**src/rtl/mtm_alu_pkg.sv**
```systemverilog
// Shared types, field indices, framing constants and CRC helpers for the mtm_alu serial ALU.
package mtm_alu_pkg;

  localparam int FRAME_LEN  = 11;
  localparam int MAX_FRAMES = 5;
  localparam int PKT_BITS   = FRAME_LEN * MAX_FRAMES;

  typedef enum logic [2:0] {
    OP_AND = 3'b000,
    OP_OR  = 3'b001,
    OP_ADD = 3'b100,
    OP_SUB = 3'b101
  } op_t;

  localparam int FLAG_CARRY = 3;
  localparam int FLAG_OVF   = 2;
  localparam int FLAG_ZERO  = 1;
  localparam int FLAG_NEG   = 0;

  localparam int ERR_DATA = 2;
  localparam int ERR_CRC  = 1;
  localparam int ERR_OP   = 0;

  // Error CTL payload: {1, ED, EC, EO, ED, EC, EO, even parity of the first seven bits}.
  function automatic logic [7:0] err_payload(input logic [2:0] err);
    logic [6:0] body;
    body = {1'b1, err, err};
    return {body, ^body};
  endfunction

  function automatic logic [3:0] crc4(input logic [67:0] d);
    logic [3:0] c;
    logic       fb;
    c = '0;
    for (int i = 67; i >= 0; i--) begin
      fb = c[3] ^ d[i];
      c  = {c[2:0], 1'b0} ^ {2'b00, fb, fb};
    end
    return c;
  endfunction

  function automatic logic [2:0] crc3(input logic [36:0] d);
    logic [2:0] c;
    logic       fb;
    c = '0;
    for (int i = 36; i >= 0; i--) begin
      fb = c[2] ^ d[i];
      c  = {c[1:0], 1'b0} ^ {1'b0, fb, fb};
    end
    return c;
  endfunction

endpackage

```
**src/rtl/mtm_alu_serializer.sv**
```systemverilog
// Shifts out up to five queued 11-bit frames back to back on sout_o; holds the line high when idle.
module mtm_alu_serializer
  import mtm_alu_pkg::*;
(
  input  logic                        clk,
  input  logic                        rst,
  input  logic                        load_i,
  input  logic [MAX_FRAMES-1:0][8:0]  frames_i,
  input  logic [2:0]                  nframes_i,
  output logic                        busy_o,
  output logic                        sout_o
);

  logic [PKT_BITS-1:0] pkt_bits;
  logic [PKT_BITS-1:0] shift_q, shift_d;
  logic [5:0]          cnt_q, cnt_d;
  logic                sout_q, sout_d;

  // NOTE: every variable is given a default first so no path through this block infers a latch.
  always_comb begin
    pkt_bits = '1;
    for (int i = 0; i < MAX_FRAMES; i++) begin
      pkt_bits[PKT_BITS-1-FRAME_LEN*i -: FRAME_LEN] = {1'b0, frames_i[i], 1'b1};
    end

    shift_d = shift_q;
    cnt_d   = cnt_q;
    sout_d  = 1'b1;
    if (load_i) begin
      sout_d  = pkt_bits[PKT_BITS-1];
      shift_d = {pkt_bits[PKT_BITS-2:0], 1'b1};
      cnt_d   = 6'(int'(nframes_i) * FRAME_LEN - 1);
    end else if (cnt_q != 6'd0) begin
      sout_d  = shift_q[PKT_BITS-1];
      shift_d = {shift_q[PKT_BITS-2:0], 1'b1};
      cnt_d   = cnt_q - 6'd1;
    end
  end

  // NOTE: registers use non-blocking assignments so all of them sample pre-edge values.
  always_ff @(posedge clk or posedge rst) begin
    if (rst) begin
      shift_q <= '1;
      cnt_q   <= '0;
      sout_q  <= 1'b1;
    end else begin
      shift_q <= shift_d;
      cnt_q   <= cnt_d;
      sout_q  <= sout_d;
    end
  end

  assign busy_o = (cnt_q != 6'd0);
  assign sout_o = sout_q;

endmodule

```
**src/rtl/mtm_alu.sv**
```systemverilog
// mtm_alu: serial 32-bit ALU -- frame receiver, packet checker, ALU and response queue.
// Define MTM_ALU_SIN_SYNC_EN to pass sin through a 2-flop synchronizer (adds 2 cycles of latency).
module mtm_alu
  import mtm_alu_pkg::*;
#(
  parameter int OUT_GAP = 2
) (
  input  logic clk,
  input  logic rst,
  input  logic sin,
  output logic sout
);

  typedef enum logic {RX_IDLE, RX_BITS} rx_state_t;

  localparam logic [7:0] GAP_INIT = 8'(OUT_GAP - 1);

  logic sin_s;

`ifdef MTM_ALU_SIN_SYNC_EN
  logic [1:0] sync_q;
  always_ff @(posedge clk or posedge rst) begin
    if (rst) sync_q <= 2'b11;
    else     sync_q <= {sync_q[0], sin};
  end
  assign sin_s = sync_q[1];
`else
  assign sin_s = sin;
`endif

  rx_state_t                       rx_state_q, rx_state_d;
  logic [3:0]                      bit_cnt_q, bit_cnt_d;
  logic [8:0]                      rx_q, rx_d;
  logic [63:0]                     data_q, data_d;
  logic [3:0]                      dcnt_q, dcnt_d;
  logic                            derr_q, derr_d;
  logic                            resp_valid_q, resp_valid_d;
  logic [7:0]                      resp_gap_q, resp_gap_d;
  logic [MAX_FRAMES-1:0][8:0]      resp_frames_q, resp_frames_d;
  logic [2:0]                      resp_n_q, resp_n_d;

  logic                            ser_load, ser_busy;
  logic [31:0]                     op_b, op_a, alu_c;
  logic [2:0]                      op_raw;
  logic                            op_valid;
  logic [32:0]                     sum, dif;
  logic [3:0]                      flags;
  logic [2:0]                      err;
  logic [MAX_FRAMES-1:0][8:0]      cmd_frames;
  logic [2:0]                      cmd_n;

  assign op_b   = data_q[63:32];
  assign op_a   = data_q[31:0];
  assign op_raw = rx_q[6:4];

  // Response for the CMD frame currently held in rx_q; only consumed on its stop bit.
  always_comb begin
    sum      = {1'b0, op_b} + {1'b0, op_a};
    dif      = {1'b0, op_b} - {1'b0, op_a};
    op_valid = op_raw inside {OP_AND, OP_OR, OP_ADD, OP_SUB};
    alu_c    = '0;
    flags    = '0;
    case (op_raw)
      OP_AND: alu_c = op_b & op_a;
      OP_OR:  alu_c = op_b | op_a;
      OP_ADD: begin
        alu_c             = sum[31:0];
        flags[FLAG_CARRY] = sum[32];
        flags[FLAG_OVF]   = (op_b[31] == op_a[31]) && (sum[31] != op_b[31]);
      end
      OP_SUB: begin
        alu_c             = dif[31:0];
        flags[FLAG_CARRY] = dif[32];
        flags[FLAG_OVF]   = (op_b[31] != op_a[31]) && (dif[31] != op_b[31]);
      end
      default: ;
    endcase
    flags[FLAG_ZERO] = (alu_c == 32'd0);
    flags[FLAG_NEG]  = alu_c[31];

    err = '0;
    if (derr_q || dcnt_q != 4'd8)                        err[ERR_DATA] = 1'b1;
    else if (crc4({op_b, op_a, 1'b1, op_raw}) != rx_q[3:0]) err[ERR_CRC]  = 1'b1;
    else if (!op_valid)                                  err[ERR_OP]   = 1'b1;

    cmd_frames = '0;
    if (err != 3'b000) begin
      cmd_frames[0] = {1'b1, err_payload(err)};
      cmd_n         = 3'd1;
    end else begin
      cmd_frames[0] = {1'b0, alu_c[31:24]};
      cmd_frames[1] = {1'b0, alu_c[23:16]};
      cmd_frames[2] = {1'b0, alu_c[15:8]};
      cmd_frames[3] = {1'b0, alu_c[7:0]};
      cmd_frames[4] = {1'b1, 1'b0, flags, crc3({alu_c, 1'b0, flags})};
      cmd_n         = 3'd5;
    end
  end

  always_comb begin
    rx_state_d    = rx_state_q;
    bit_cnt_d     = bit_cnt_q;
    rx_d          = rx_q;
    data_d        = data_q;
    dcnt_d        = dcnt_q;
    derr_d        = derr_q;
    resp_valid_d  = resp_valid_q;
    resp_gap_d    = resp_gap_q;
    resp_frames_d = resp_frames_q;
    resp_n_d      = resp_n_q;
    ser_load      = 1'b0;

    // The pending response waits out the gap, then moves into the serializer once it is free.
    if (resp_valid_q && resp_gap_q != 8'd0) resp_gap_d = resp_gap_q - 8'd1;
    if (resp_valid_q && resp_gap_q == 8'd0 && !ser_busy) begin
      ser_load     = 1'b1;
      resp_valid_d = 1'b0;
    end

    unique case (rx_state_q)
      RX_IDLE: begin
        if (!sin_s) begin
          rx_state_d = RX_BITS;
          bit_cnt_d  = '0;
        end
      end
      RX_BITS: begin
        if (bit_cnt_q == 4'd9) begin
          rx_state_d = RX_IDLE;
          if (!sin_s) begin
            derr_d = 1'b1;
          end else if (!rx_q[8]) begin
            data_d = {data_q[55:0], rx_q[7:0]};
            if (dcnt_q != 4'hF) dcnt_d = dcnt_q + 4'd1;
          end else begin
            resp_valid_d  = 1'b1;
            resp_gap_d    = GAP_INIT;
            resp_frames_d = cmd_frames;
            resp_n_d      = cmd_n;
            dcnt_d        = '0;
            derr_d        = 1'b0;
          end
        end else begin
          rx_d      = {rx_q[7:0], sin_s};
          bit_cnt_d = bit_cnt_q + 4'd1;
        end
      end
      default: rx_state_d = RX_IDLE;
    endcase
  end

  always_ff @(posedge clk or posedge rst) begin
    if (rst) begin
      rx_state_q    <= RX_IDLE;
      bit_cnt_q     <= '0;
      rx_q          <= '0;
      data_q        <= '0;
      dcnt_q        <= '0;
      derr_q        <= 1'b0;
      resp_valid_q  <= 1'b0;
      resp_gap_q    <= '0;
      resp_frames_q <= '0;
      resp_n_q      <= '0;
    end else begin
      rx_state_q    <= rx_state_d;
      bit_cnt_q     <= bit_cnt_d;
      rx_q          <= rx_d;
      data_q        <= data_d;
      dcnt_q        <= dcnt_d;
      derr_q        <= derr_d;
      resp_valid_q  <= resp_valid_d;
      resp_gap_q    <= resp_gap_d;
      resp_frames_q <= resp_frames_d;
      resp_n_q      <= resp_n_d;
    end
  end

  mtm_alu_serializer u_ser (
    .clk       (clk),
    .rst       (rst),
    .load_i    (ser_load),
    .frames_i  (resp_frames_q),
    .nframes_i (resp_n_q),
    .busy_o    (ser_busy),
    .sout_o    (sout)
  );

endmodule

```
**config.mk**
```make
export PLATFORM = sky130hd
export DESIGN_NAME = mtm_alu
export DESIGN_NICKNAME = d
export VERILOG_FILES = /design/src/rtl/mtm_alu_pkg.sv /design/src/rtl/mtm_alu_serializer.sv /design/src/rtl/mtm_alu.sv
export SDC_FILE = /design/constraint.sdc
export NUM_CORES = 1
export LEC_CHECK = 0
export ABC_AREA = 1
export BUFFER_PORTS_ARGS = -buffer_cell sky130_fd_sc_hd__clkbuf_2
export CORE_ASPECT_RATIO = 0.8
export CORE_MARGIN = 2
export CORE_UTILIZATION = 25
export CTS_BUF_LIST = sky130_fd_sc_hd__clkbuf_4
export CTS_CLUSTER_DIAMETER = 50
export DETAILED_ROUTE_END_ITERATION = 7
export PLACE_DENSITY = 0.48
export SYNTH_ARGS = -nofsm -noshare
export SYNTH_HDL_FRONTEND = slang
export SYNTH_SLANG_ARGS = --single-unit
```
**constraint.sdc**
```tcl
create_clock -name clk -period 6.9 [get_ports clk]
set_input_delay 1.725 -clock clk [delete_from_list [all_inputs] [get_ports clk]]
set_output_delay 1.725 -clock clk [all_outputs]
set_load 0.01 [all_outputs]
```
==> flow_metrics.tcl, run 1 <==
set metrics [dict create \
    hold_class "reg2reg" \
    worst_pin_slew_ns 1.237 \
    rrSetupSlack_ns -0.05 \
    clk_transition_reported_paths_ns 0.20 \
    layout_commonest_cell "nand2_1" \
    placeableCoreArea_um2 62480 \
    ant_nets 0 \
    wirelength_mm 56.10 \
    reg2regPathDepth 64 \
    fin_crit_sh_pct 100.7 \
    floorplan.die_area_um2 65040 \
    place_hpwl_mm 41.67 \
    drv_slew 0 \
    wl_met2_mm 24.11 \
    drive_gt1_share_pct 26.08 \
    placed_cells 3214 \
    min_to "u_ser.shift_q[39]" \
    grt_pass1_wl_mm 86.82 \
    synthArstFlopShare_pct 100.0 \
    hold_violations 0 \
    end_kind "flop" \
    rr_endpoint "resp_frames_q[15]" \
    cts_root_buf "clkbuf_4" \
    postCtsHoldBufs 0 \
    violations "setup timing" \
    yosysSeqAreaShare_pct 31.25 \
    dp_slack_ns -0.3846 \
    synth_area_um2 15750 \
    drcViolationCount 0 \
    fmax_mhz 143.9 \
    synthDistinctLibCells 51 \
    crit_path_max_incr_delay_ns 0.53 \
    area_growth_syn_to_layout_pct 22.93 \
    whs_path_depth 2 \
    layout_common_cells "nand2_1, inv_1, nand3_1" \
    period_needed_ns 6.950 \
    clock_path_buffers 2 \
    grt_overflow_total 0 \
    cts_buffers 17 \
    antenna_found_initial 2 \
    relSlewSlack_pct 17.26 \
    num_vias 15670 \
    portBuffers 3 \
    rows 82 \
    synth_compound_area_share_pct 14.52 \
    routedWlPerCell_um 17.07 \
    top_layer "met4" \
    yosys.area_share.simple_pct 33.56 \
    path_max_fanout 7 \
    setup_viol 32 \
    rsz0062_at_grt "true" \
    worstSetupPathType "reg2reg" \
    dpl-instance-area_um2 17680 \
    drtIter0Drc 1225 \
    worstPathArrival_ns 7.66 \
    finClkSkew_ns 0.03684 \
    ioPinCount 4 \
    cap_violations 0 \
    h-tree-depth 4 \
    synth_seq_cells 194 \
    crit_top_cell "nand2_1" \
    die_w_um 284.6 \
    dr.pass1.iters 5 \
    synth.area.mux_share_pct 0 \
    slowest_stage "dfrtp_2" \
    synthXorXnorAreaFrac_pct 2.645 \
    fin_area_um2 19360 \
    insertion_delay_ns 0.80 \
    synth_top_flop_cell "dfrtp_1" \
    first_global_vias 14870 \
    fin_nets 2549 \
    hp-start "u_ser.shift_q[39]" \
    initial_core_util_pct 25.21 \
    routabilityCongestion 0.9219 \
    grt_max_degree 155 \
    layout.cells.non_filler 3286 \
    yosys.area_share.adder_pct 9.628 \
    synthCells 2293 \
    worst_slack_ns -0.05016 \
    status "finished, violations left" \
    regToRegStartpoint "data_q[63]" \
    synth.avg_cell_area_um2 6.869 \
    syn_nets 2416 \
    synth_edf_count 0 \
    die_y_um 228.5 \
    cts_sinks 194 \
    synth_top_family_by_area "simple AND/OR/NAND/NOR gates" \
    grt_usage_pct 17.10 \
    cp.required_ns 7.61 \
    vias_per_cell 4.768 \
    synth_warnings 0 \
    cts_tree "built" \
    wl_met1_mm 28.43 \
    wl_met3_mm 2.789 \
    start_kind "flop" \
]
==> synthesized netlist by cell type (3+ instances only) <==
| library cell | n | area [um^2] |
|---|---|---|
| nand2_1 | 693 | 2601 |
| inv_1 | 254 | 953.4 |
| nand3_1 | 235 | 1176 |
| o21ai_0 | 165 | 825.8 |
| dfrtp_1 | 140 | 3503 |
| ha_1 | 118 | 1476 |
| a21oi_1 | 108 | 540.5 |
| nand2_2 | 90 | 563.0 |
| nor2_1 | 89 | 334.1 |
| clkbuf_1 | 54 | 202.7 |
| dfstp_2 | 54 | 1419 |
| nand4_1 | 29 | 181.4 |
| xor2_1 | 29 | 254.0 |
| inv_2 | 20 | 75.07 |
| o211ai_1 | 17 | 127.6 |
| o21ai_2 | 17 | 148.9 |
| nor3_1 | 16 | 80.08 |
| o221ai_1 | 16 | 140.1 |
| xnor2_1 | 16 | 140.1 |
| o22ai_1 | 14 | 87.58 |
| o21ai_1 | 13 | 65.06 |
| nand3b_1 | 12 | 90.09 |
| nand3_2 | 11 | 110.1 |
| or2_2 | 8 | 50.05 |
| a21boi_0 | 7 | 52.55 |
| o2111ai_1 | 7 | 61.31 |
| buf_1 | 6 | 22.52 |
| nor4_1 | 6 | 37.54 |
| o21a_1 | 6 | 45.04 |
| o31ai_1 | 6 | 45.04 |
| a21o_1 | 4 | 30.03 |
| o21bai_1 | 4 | 30.03 |
| a31oi_1 | 3 | 18.77 |
| buf_4 | 3 | 22.52 |
==> layout make-up <==
type	instances	area [um^2]
fill	6781	43120
multi-input combinational	1756	10570
sequential	194	4930
timing repair buffer	180	1459
inverter	277	1054
tap	840	1051
clock inverter	14	150.1
clock buffer	18	135.1
antenna	7	17.52
==> registers in the layout (all words and copies together), names as in the netlist <==
name           cells
rx_q               9
resp_n_q           2
bit_cnt_q          4
u_ser.sout_o       1
resp_frames_q     40
dcnt_q             4
rx_state_q         1
data_q            64
u_ser.shift_q     53
resp_gap_q         8
u_ser.cnt_q        6
derr_q             1
resp_valid_q       1
==> cells by family after synthesis <==
logic type               after synthesis
AO/OA/AOI/OAI                        394
AND/OR/NAND/NOR                     1196
adder cells (fa/ha/maj)              120
buffers and inverters                343
XOR/XNOR                              46
flip-flops                           194
==> worst max-delay path: cells and delay by family, from the launching register on <==
kind,cells,cell delay [ns]
simple gates,54,5.16
buf+inv,8,0.84
flops,1,0.53
compound gates,2,0.34
==> timing repair <==
action / in CTS / in global routing
setup buffers: 14 / 16
gates cloned: 2 / 1
endpoints found under the setup margin: 41 / 41
resized for setup: 71 / 227
pin swaps: 18 / 100
==> how the worst max path moves through the flow <==
stage | startpoint | end | slack, ns | cells past startpoint
finish | data_q[63] | resp_frames_q[15] | -0.05 | 64
global route | data_q[63] | resp_frames_q[3] | -0.68 | 74
CTS | data_q[62] | resp_frames_q[15] | 0.002 | 72
detailed placement | data_q[32] | resp_frames_q[37] | -0.38 | 65
global placement | data_q[32] | resp_frames_q[37] | -0.31 | 65
floorplan | data_q[3] | resp_frames_q[37] | 0.62 | 51
==> layer usage <==
layer | vias to the layer above | GRT usage (%)
met1 | 7524 | 25.74
met2 | 322 | 25.63
met3 | 49 | 2.535
met4 | 0 | 3.520
met5 | - | 0
li1 | 7772 | -
==> through the flow <==
stage	hold slack [ns]	utilization, %	TNS [ns]
after floorplan	0.4492	-	0
after global routing	0.5124	30.99	-25.84
final	0.4957	30.99	-0.5401
after detailed placement	0.4672	28.30	-5.990
after global placement	0.4659	28.30	-1.573
after CTS	0.4976	29.37	0
Power of run 1 is not shown: default switching activity piles up to over one toggle a cycle in this logic, so the estimate is an artifact.
==> run 2, diff against run 1 <==
--- a/config.mk
+++ b/config.mk
@@ -16,4 +16,5 @@
 export PLACE_DENSITY = 0.48
 export SYNTH_ARGS = -nofsm -noshare
 export SYNTH_HDL_FRONTEND = slang
+export SYNTH_HIERARCHICAL = 1
 export SYNTH_SLANG_ARGS = --single-unit
==> flow_metrics.tcl, run 2 <==
set metrics [dict create \
    status "complete, no violations" \
    grt_overflow_total 0 \
    cts_tree "built" \
    fin_crit_sh_pct 97.96 \
    setup.worst_path.end "resp_frames_q[0]" \
    netlist.top_cell.by_area "dfrtp_1" \
    synthCells 2564 \
    synth.top_cell.area_share_pct 21.00 \
    synth_edf_count 0 \
    relSlewSlack_pct 29.63 \
    fin_nets 2862 \
    cap_violations 0 \
    synth_most_common_cell "nand2_1" \
    slowest_stage "dfrtp_2" \
    clock_path_buffers 2 \
    synthDistinctLibCells 55 \
    vias_per_cell 4.760 \
    path_max_fanout 8 \
    synth_area_um2 16690 \
    layout_common_cells "nand2_1, inv_1, nand3_1" \
    first_global_vias 15320 \
    synth.avg_cell_area_um2 6.508 \
    postCtsHoldBufs 0 \
    routedWlPerCell_um 16.82 \
    regToRegStartpoint "data_q[63]" \
    h-tree-depth 4 \
    end_kind "flop" \
    num_vias 17190 \
    grt_pass1_wl_mm 90.76 \
    hold_class "reg2reg" \
    max_flop_register "data_q" \
    drcViolationCount 0 \
    rrSetupSlack_ns 0.14 \
    reg2regPathDepth 65 \
    ff_latch_area_um2 4930 \
    grt_usage_pct 17.01 \
    place_hpwl_mm 45.17 \
    worstPathArrival_ns 7.50 \
    cts_root_buf "clkbuf_4" \
    floorplan.die_area_um2 68840 \
    finClkSkew_ns 0.04194 \
    yosysSeqAreaShare_pct 29.50 \
    synth_commonest_cells "nand2_1, nand3_1, inv_1" \
    grt_max_degree 129 \
    routabilityCongestion 0.9224 \
    start_kind "flop" \
    die_w_um 292.8 \
    antenna_found_initial 2 \
    wirelength_mm 60.73 \
    fillCellCount 7067 \
    crit_start "data_q[63]" \
    synthArstFlopShare_pct 100.0 \
    final_util_pct 33.56 \
    whs_ns 0.4788 \
    crit_path_max_incr_delay_ns 0.52 \
    placeableCoreArea_um2 65900 \
    drtIter0Drc 1335 \
    drive_gt1_share_pct 31.68 \
    worstSetupPathType "reg2reg" \
    die_y_um 235.1 \
    cp.required_ns 7.64 \
    hold_violations 0 \
    multi_input_area_um2 12670 \
    initial_core_util_pct 25.32 \
    fmax_mhz 147.9 \
    clk_transition_reported_paths_ns 0.21 \
    largest_register_ffs 64 \
    crit_top_cell "nand2_4" \
    portBuffers 3 \
    cts_buffers 17 \
    worst_pin_slew_ns 1.054 \
    reg.largest.list "data_q: 64 flops, u_ser/shift_q: 53 flops, resp_frames_q: 40 flops" \
    synth_top_flop_cell "dfrtp_1" \
    setup_viol 0 \
    dr.pass1.iters 5 \
    synth_seq_cells 194 \
    cts_sinks 194 \
    ioPinCount 4 \
    layout_commonest_cell "nand2_1" \
    insertion_delay_ns 0.83 \
    netlist_top_cells_area "dfrtp_1, nand2_1, nand3_1" \
    rsz0062_at_grt "true" \
    synth_warnings 6 \
    drv_slew 0 \
    ant_nets 0 \
    period_needed_ns 6.759 \
    rows 84 \
    rr_endpoint "resp_frames_q[0]" \
    area_growth_syn_to_layout_pct 32.52 \
]
[run 2: cell types whose count changed in the layout (fill, tap and decap cells not counted), moves of 33 or more]
| cell | change |
|---|---|
| nand2_1 | -49 |
| nand3_1 | +58 |
| buf_4 | +33 |
| inv_1 | +41 |
| nand2_4 | +81 |
| nor2_1 | +42 |
[run 2: final cells by class]
type                       count  area share [%]
tap                          860           4.866
multi-input combinational   1962           57.31
clock buffer                  17          0.5771
antenna                        8         0.09053
timing repair buffer         221           8.057
sequential                   194           22.29
inverter                     334           5.862
clock inverter                15          0.9449
[run 2: cells by family after synthesis]
| logic type | synth area share, % |
|---|---|
| compound gates | 12.59 |
| xor+xnor | 1.627 |
| fa+ha+maj | 9.808 |
| buf+inv | 9.740 |
| flops | 29.50 |
| other cells | 0.02247 |
| simple gates | 36.71 |
[run 2: worst min path at each step]
stage / start / end / cells past startpoint
floorplan: u_ser/shift_q[11] / u_ser/shift_q[11] / 2
global placement: u_ser/shift_q[33] / u_ser/shift_q[33] / 2
detailed placement: u_ser/shift_q[11] / u_ser/shift_q[11] / 2
CTS: u_ser/shift_q[43] / u_ser/shift_q[44] / 2
global route: u_ser/shift_q[43] / u_ser/shift_q[44] / 2
finish: u_ser/shift_q[43] / u_ser/shift_q[44] / 2
[run 2: timing repair]
item | CTS | global route
setup buffers | 2 | 46
resized for setup | 23 | 665
endpoints found under the setup margin | 3 | 41
cloned | 0 | 3
pin swaps | 4 | 190
[run 2: stage by stage]
| stage | setup WS (ns) | cell area (um^2) | cells | TNS [ns] |
|---|---|---|---|---|
| floorplan | 0.4205 | 16720 | 2574 | 0 |
| global placement | -0.2717 | 18750 | 3520 | -0.6636 |
| detailed placement | -0.3897 | 18750 | 3520 | -1.066 |
| CTS | 0.002072 | 19170 | 3554 | 0 |
| global route | -0.4459 | 22110 | 3608 | -9.684 |
| finish | 0.1409 | 22110 | 3611 | 0 |
[run 2: per-layer routing]
layer	global-route usage (%)	share of wire (%)
met1	26.61	52
met5	0	0
met2	23.65	41
met3	3.216	5.2
met4	3.714	1.5
[run 2: worst max-delay path, delay by kind of cell (launching register included)]
kind                   cells  cell delay (ns)
and+or+nand+nor           56             5.26
buffers and inverters      9             0.85
DFF                        1             0.52
Power of run 2 is left out for the same reason.
